--- src/rtl/ccg_sig_harness.sv ---
// ============================================================================
// Module   : ccg_sig_harness
// Purpose  : Exhaustive stimulus driver and MISR response compactor for one
//            combinational netlist; reports signature match against exp_sig.
// Revision : 1.0 - initial release
// ============================================================================
`default_nettype none

module ccg_sig_harness #(
    parameter int                N_IN      = 5,
    parameter int                N_OUT     = 10,
    parameter int                MISR_W    = 16,
    parameter logic [MISR_W-1:0] MISR_POLY = 16'h1021,
    parameter logic [MISR_W-1:0] MISR_SEED = 16'hFFFF,
    parameter int                SETTLE    = 1
) (
    input  logic              clk,
    input  logic              rst,
    input  logic              start,
    input  logic [MISR_W-1:0] exp_sig,
    output logic [N_IN-1:0]   x_out,
    input  logic [N_OUT-1:0]  f_in,
    output logic              busy,
    output logic              done,
    output logic              pass,
    output logic [MISR_W-1:0] sig
);

    localparam int                SET_W       = $clog2(SETTLE + 1);
    localparam logic [SET_W-1:0]  SETTLE_LAST = SET_W'(SETTLE - 1);
    localparam logic [N_IN:0]     LAST_PAT    = {1'b0, {N_IN{1'b1}}};

    typedef enum logic [1:0] {
        S_IDLE    = 2'd0,
        S_WAIT    = 2'd1,
        S_CAPTURE = 2'd2,
        S_DONE    = 2'd3
    } state_t;

    state_t              state;
    state_t              next_state;
    logic [N_IN:0]       pat_cnt;
    logic [SET_W-1:0]    settle_cnt;
    logic [MISR_W-1:0]   exp_lat;
    logic [MISR_W-1:0]   sig_next;
    logic                last_pat;
    logic                settle_end;

    // Extra counter bit keeps the last-pattern test a compare, never a wrap.
    assign x_out      = pat_cnt[N_IN-1:0];
    assign last_pat   = (pat_cnt == LAST_PAT);
    assign settle_end = (settle_cnt == SETTLE_LAST);
    assign sig_next   = {sig[MISR_W-2:0], 1'b0}
                      ^ (sig[MISR_W-1] ? MISR_POLY : '0)
                      ^ MISR_W'(f_in);

    always_ff @(posedge clk or posedge rst) begin
        if (rst) begin
            state <= S_IDLE;
        end else begin
            state <= next_state;
        end
    end

    always_comb begin
        next_state = state;
        case (state)
            S_IDLE:    if (start) next_state = S_WAIT;
            S_WAIT:    if (settle_end) next_state = S_CAPTURE;
            S_CAPTURE: next_state = last_pat ? S_DONE : S_WAIT;
            S_DONE:    next_state = S_IDLE;
            default:   next_state = S_IDLE;
        endcase
    end

    always_ff @(posedge clk or posedge rst) begin
        if (rst) begin
            pat_cnt    <= '0;
            settle_cnt <= '0;
            exp_lat    <= '0;
            sig        <= MISR_SEED;
            busy       <= 1'b0;
            done       <= 1'b0;
            pass       <= 1'b0;
        end else begin
            done <= 1'b0;
            case (state)
                S_IDLE: begin
                    if (start) begin
                        exp_lat    <= exp_sig;
                        sig        <= MISR_SEED;
                        pat_cnt    <= '0;
                        settle_cnt <= '0;
                        pass       <= 1'b0;
                        busy       <= 1'b1;
                    end
                end
                S_WAIT: begin
                    if (!settle_end) settle_cnt <= settle_cnt + 1'b1;
                end
                S_CAPTURE: begin
                    sig <= sig_next;
                    if (last_pat) begin
                        // Verdict is registered alongside done so both are valid together.
                        busy <= 1'b0;
                        done <= 1'b1;
                        pass <= (sig_next == exp_lat);
                    end else begin
                        pat_cnt    <= pat_cnt + 1'b1;
                        settle_cnt <= '0;
                    end
                end
                default: ;
            endcase
        end
    end

endmodule

`default_nettype wire

--- config.mk ---
export PLATFORM = sky130hd
export DESIGN_NAME = ccg_sig_harness
export DESIGN_NICKNAME = d
export VERILOG_FILES = /design/src/rtl/ccg_sig_harness.sv
export SDC_FILE = /design/constraint.sdc
export NUM_CORES = 1
export LEC_CHECK = 0
export CAP_MARGIN = 30
export CORE_UTILIZATION = 28
export CTS_CLUSTER_DIAMETER = 150
export CTS_CLUSTER_SIZE = 30
export DETAILED_ROUTE_END_ITERATION = 12
export PLACE_DENSITY = 0.59
export SLEW_MARGIN = 5
export SYNTH_ARGS = -nofsm -noshare
export SYNTH_HDL_FRONTEND = slang
export SYNTH_SLANG_ARGS = --single-unit
export TNS_END_PERCENT = 50
--- constraint.sdc ---
create_clock -name clk -period 2.05 [get_ports clk]
set_input_delay 0.205 -clock clk [delete_from_list [all_inputs] [get_ports clk]]
set_output_delay 0.205 -clock clk [all_outputs]
set_load 0.1 [all_outputs]
==> impl_results.md <==
- Worst reg-to-reg path cell count: 5
- MaxCap Viol Count: 0
- Buffers on Ports: 52
- Detailed-route DRC error count: 0
- Router iterations before antenna repair: 4
- Tot GR Track Use: 0.1295
- Initial antenna violation count: 0
- Final worst-path cycle share: 0.8926
- CTS hold repair buffers: 0
- Worst path depth: 5
- Synthesized Nets: 197
- Final hold slack: 0.2450 ns
- DRT Wirelength: between 4000 and 5000 um
- Library cells used by synthesis: 32
- Buffers & Inverters on Critical Path: 0
- Critical R2R Capture: pat_cnt[5]$_DFFE_PP0P_
- Multi-input gate area: 920.9 um2
- CP peak stage delay: 0.51 ns
- F_max: around 550 MHz
- Yosys top cell area share: 0.3235
- Vias after detailed routing: 1,424
- Pins Over Slew Limit: 0
- Clk sink count: 43
- Sequential area share after synthesis: 0.5249
- Initial core utilization: 0.2895
- Fin area: about 2700 um2
- Ant diodes: 0
- Critical Path Start Type: flop
- Internal reg-to-reg setup slack: 0.22 ns
- I/O pin count: 53
- Clk buf depth: 2
- Slew HR: 0.5049
- RSZ-0062 raised after global routing: false
- Post-synth top area cell: dfrtp_1
- Later-pin clock latency in the skew report: 0.30 ns
- Most frequent cell after synthesis: dfrtp_1
- Run status: finished, final reports clean
- Final Skew: 0.01134 ns
- DIE AREA: around 7800 um2
- DP HPWL: 3352 um
- Vert. Die Dim: 88.36 um
- Hold Fails Final Rpt: 0
- Tmin final: between 1.5 and 2 ns
- First-pass GRT wire length: 7376 um
- Filler cells: 741
- Nets: between 200 and 250
- Syn_area_per_cell: 12.50 um2
- Mapped Area: 2088 um2
- Family with the most delay on the worst path: simple AND/OR/NAND/NOR gates
- Avg Vias per Cell: 4.478
- CTS tree: built
- Synth-to-Final Area Change: 30.98%
- Largest net degree at the start of global routing: 27
- Worst setup path end: pat_cnt[5]$_DFFE_PP0P_
- Worst Setup SP: pat_cnt[0]$_DFFE_PP0P_
- Synth async-reset ratio: 1.000
- WP data required: 2.27 ns
- Most common library cells after synthesis: 27 x dfrtp_1, 18 x xnor2_1, 16 x dfstp_2, 16 x mux2_2, 14 x a21oi_1
- GR Overflow Total: 0
- Fraction of layout cells with a size suffix above 1: 0.3059
- Vias in the first global route: 1,420
- GPL Wtd Cong: 0.7568
- FF/Latch Area: 1096 um2
- Layout Utilization: 0.3791
- Mapped Cells: 167
- Area after DPL: 2659 um2
- CTS HTree Levels: 2
- RR Startpoint: pat_cnt[0]$_DFFE_PP0P_
- Hold crit path type: in2async
- Clk slew on worst S/H paths: 0.08 ns
- Drt wl/cell: 14.18 um
- Crit Path Class: reg2reg
- 1st-iter DRT viols: 49
- Post-synth EDFFs: 0
- Final Setup Violations: 0
- Post-CTS Resized: 0
- Setup Fix Bufs, Post-CTS: 0
- Sum Neg Setup Slack: 0 ns
- Worst-path fanout max: 7
- Die width: 88.36 um
- Seq cells post-synth: 43
- CP arrival: 2.05 ns
- Core area: 7214 um2
- Worst Setup End Kind: flop
- Row cnt: 31
- Main flop type after synthesis: dfrtp_1
- CP Cell Sequence: ha_1 -> and3_1 -> a21o_1 -> or4_1 -> a21oi_1
- Root Buffer Master: clkbuf_8
- Cts bufs inserted: 5
- Antenna viol nets, final: 0
- Worst path slowest cell: or4_1
- Pin slew with the least headroom to its limit: 0.7382 ns
- Warnings from Yosys: 0
- Top cells by area, synth: dfrtp_1 32%, dfstp_2 20%, mux2_2 8.6%, xnor3_1 8.6%, xnor2_1 7.5%
==> layout by cell type, fill, tap and decap left out, drive strengths merged, types with 3 or more instances in the layout <==
master / Yosys / layout
xnor2: 18 / 18
clkdlybuf4s50: 0 / 28
xor2: 3 / 3
a21oi: 14 / 14
nand2: 6 / 6
mux2: 16 / 16
xnor3: 8 / 8
dfstp: 16 / 16
o22a: 5 / 5
nor2: 13 / 13
clkbuf: 4 / 7
dfrtp: 27 / 27
o21ai: 5 / 5
nand4: 3 / 3
buf: 7 / 28
==> sequential cells by signal, indices dropped and copies added, names as in the netlist <==
register	flops
exp_lat	16
pat_cnt	6
busy	1
pass	1
state	2
done	1
sig	16
==> stage by stage <==
step,setup slack [ns],instances
5_1_grt,0.1167,318
6_report,0.2202,318
4_1_cts,0.2310,318
2_1_floorplan,0.1836,167
3_5_place_dp,0.2490,311
3_3_place_gp,0.3075,311
==> worst min path at each step <==
stage	to	slack [ns]	cells after the start
after floorplan	exp_lat[10]$_DFFE_PP0P_	0.36	1
after global placement	busy$_DFFE_PP0P_	0.46	1
after detailed placement	busy$_DFFE_PP0P_	0.47	1
after CTS	pat_cnt[5]$_DFFE_PP0P_	0.27	2
after global routing	pat_cnt[5]$_DFFE_PP0P_	0.29	2
final	state[1]$_DFFE_PP0P_	0.25	2
==> layer usage <==
layer,up-vias,part of all wire,track usage
met5,-,0,0
met4,0,0.011,0.05279
met3,5,0.045,0.03358
met2,40,0.46,0.1986
met1,700,0.49,0.1744
li1,679,-,-
==> cell type report <==
class	instances	share of cell area
Tap cell	99	0.04529
Inverter	4	0.005489
Clock buffer	7	0.02790
Timing Repair Buffer	56	0.1839
Sequential cell	43	0.4007
Multi-Input combinational cell	109	0.3367
==> cell families after synthesis <==
| group | count (synthesis) | share of synthesized area |
|---|---|---|
| mux | 16 | 0.08628 |
| buf+inv | 15 | 0.03654 |
| compound gates | 30 | 0.08927 |
| flops | 43 | 0.5249 |
| simple gates | 33 | 0.08269 |
| xor+xnor | 29 | 0.1744 |
| fa+ha+maj | 1 | 0.005991 |
Power is left out: the tool's default activity adds up to more than one toggle a clock period on the data nets, which glitch-free logic cannot reach.
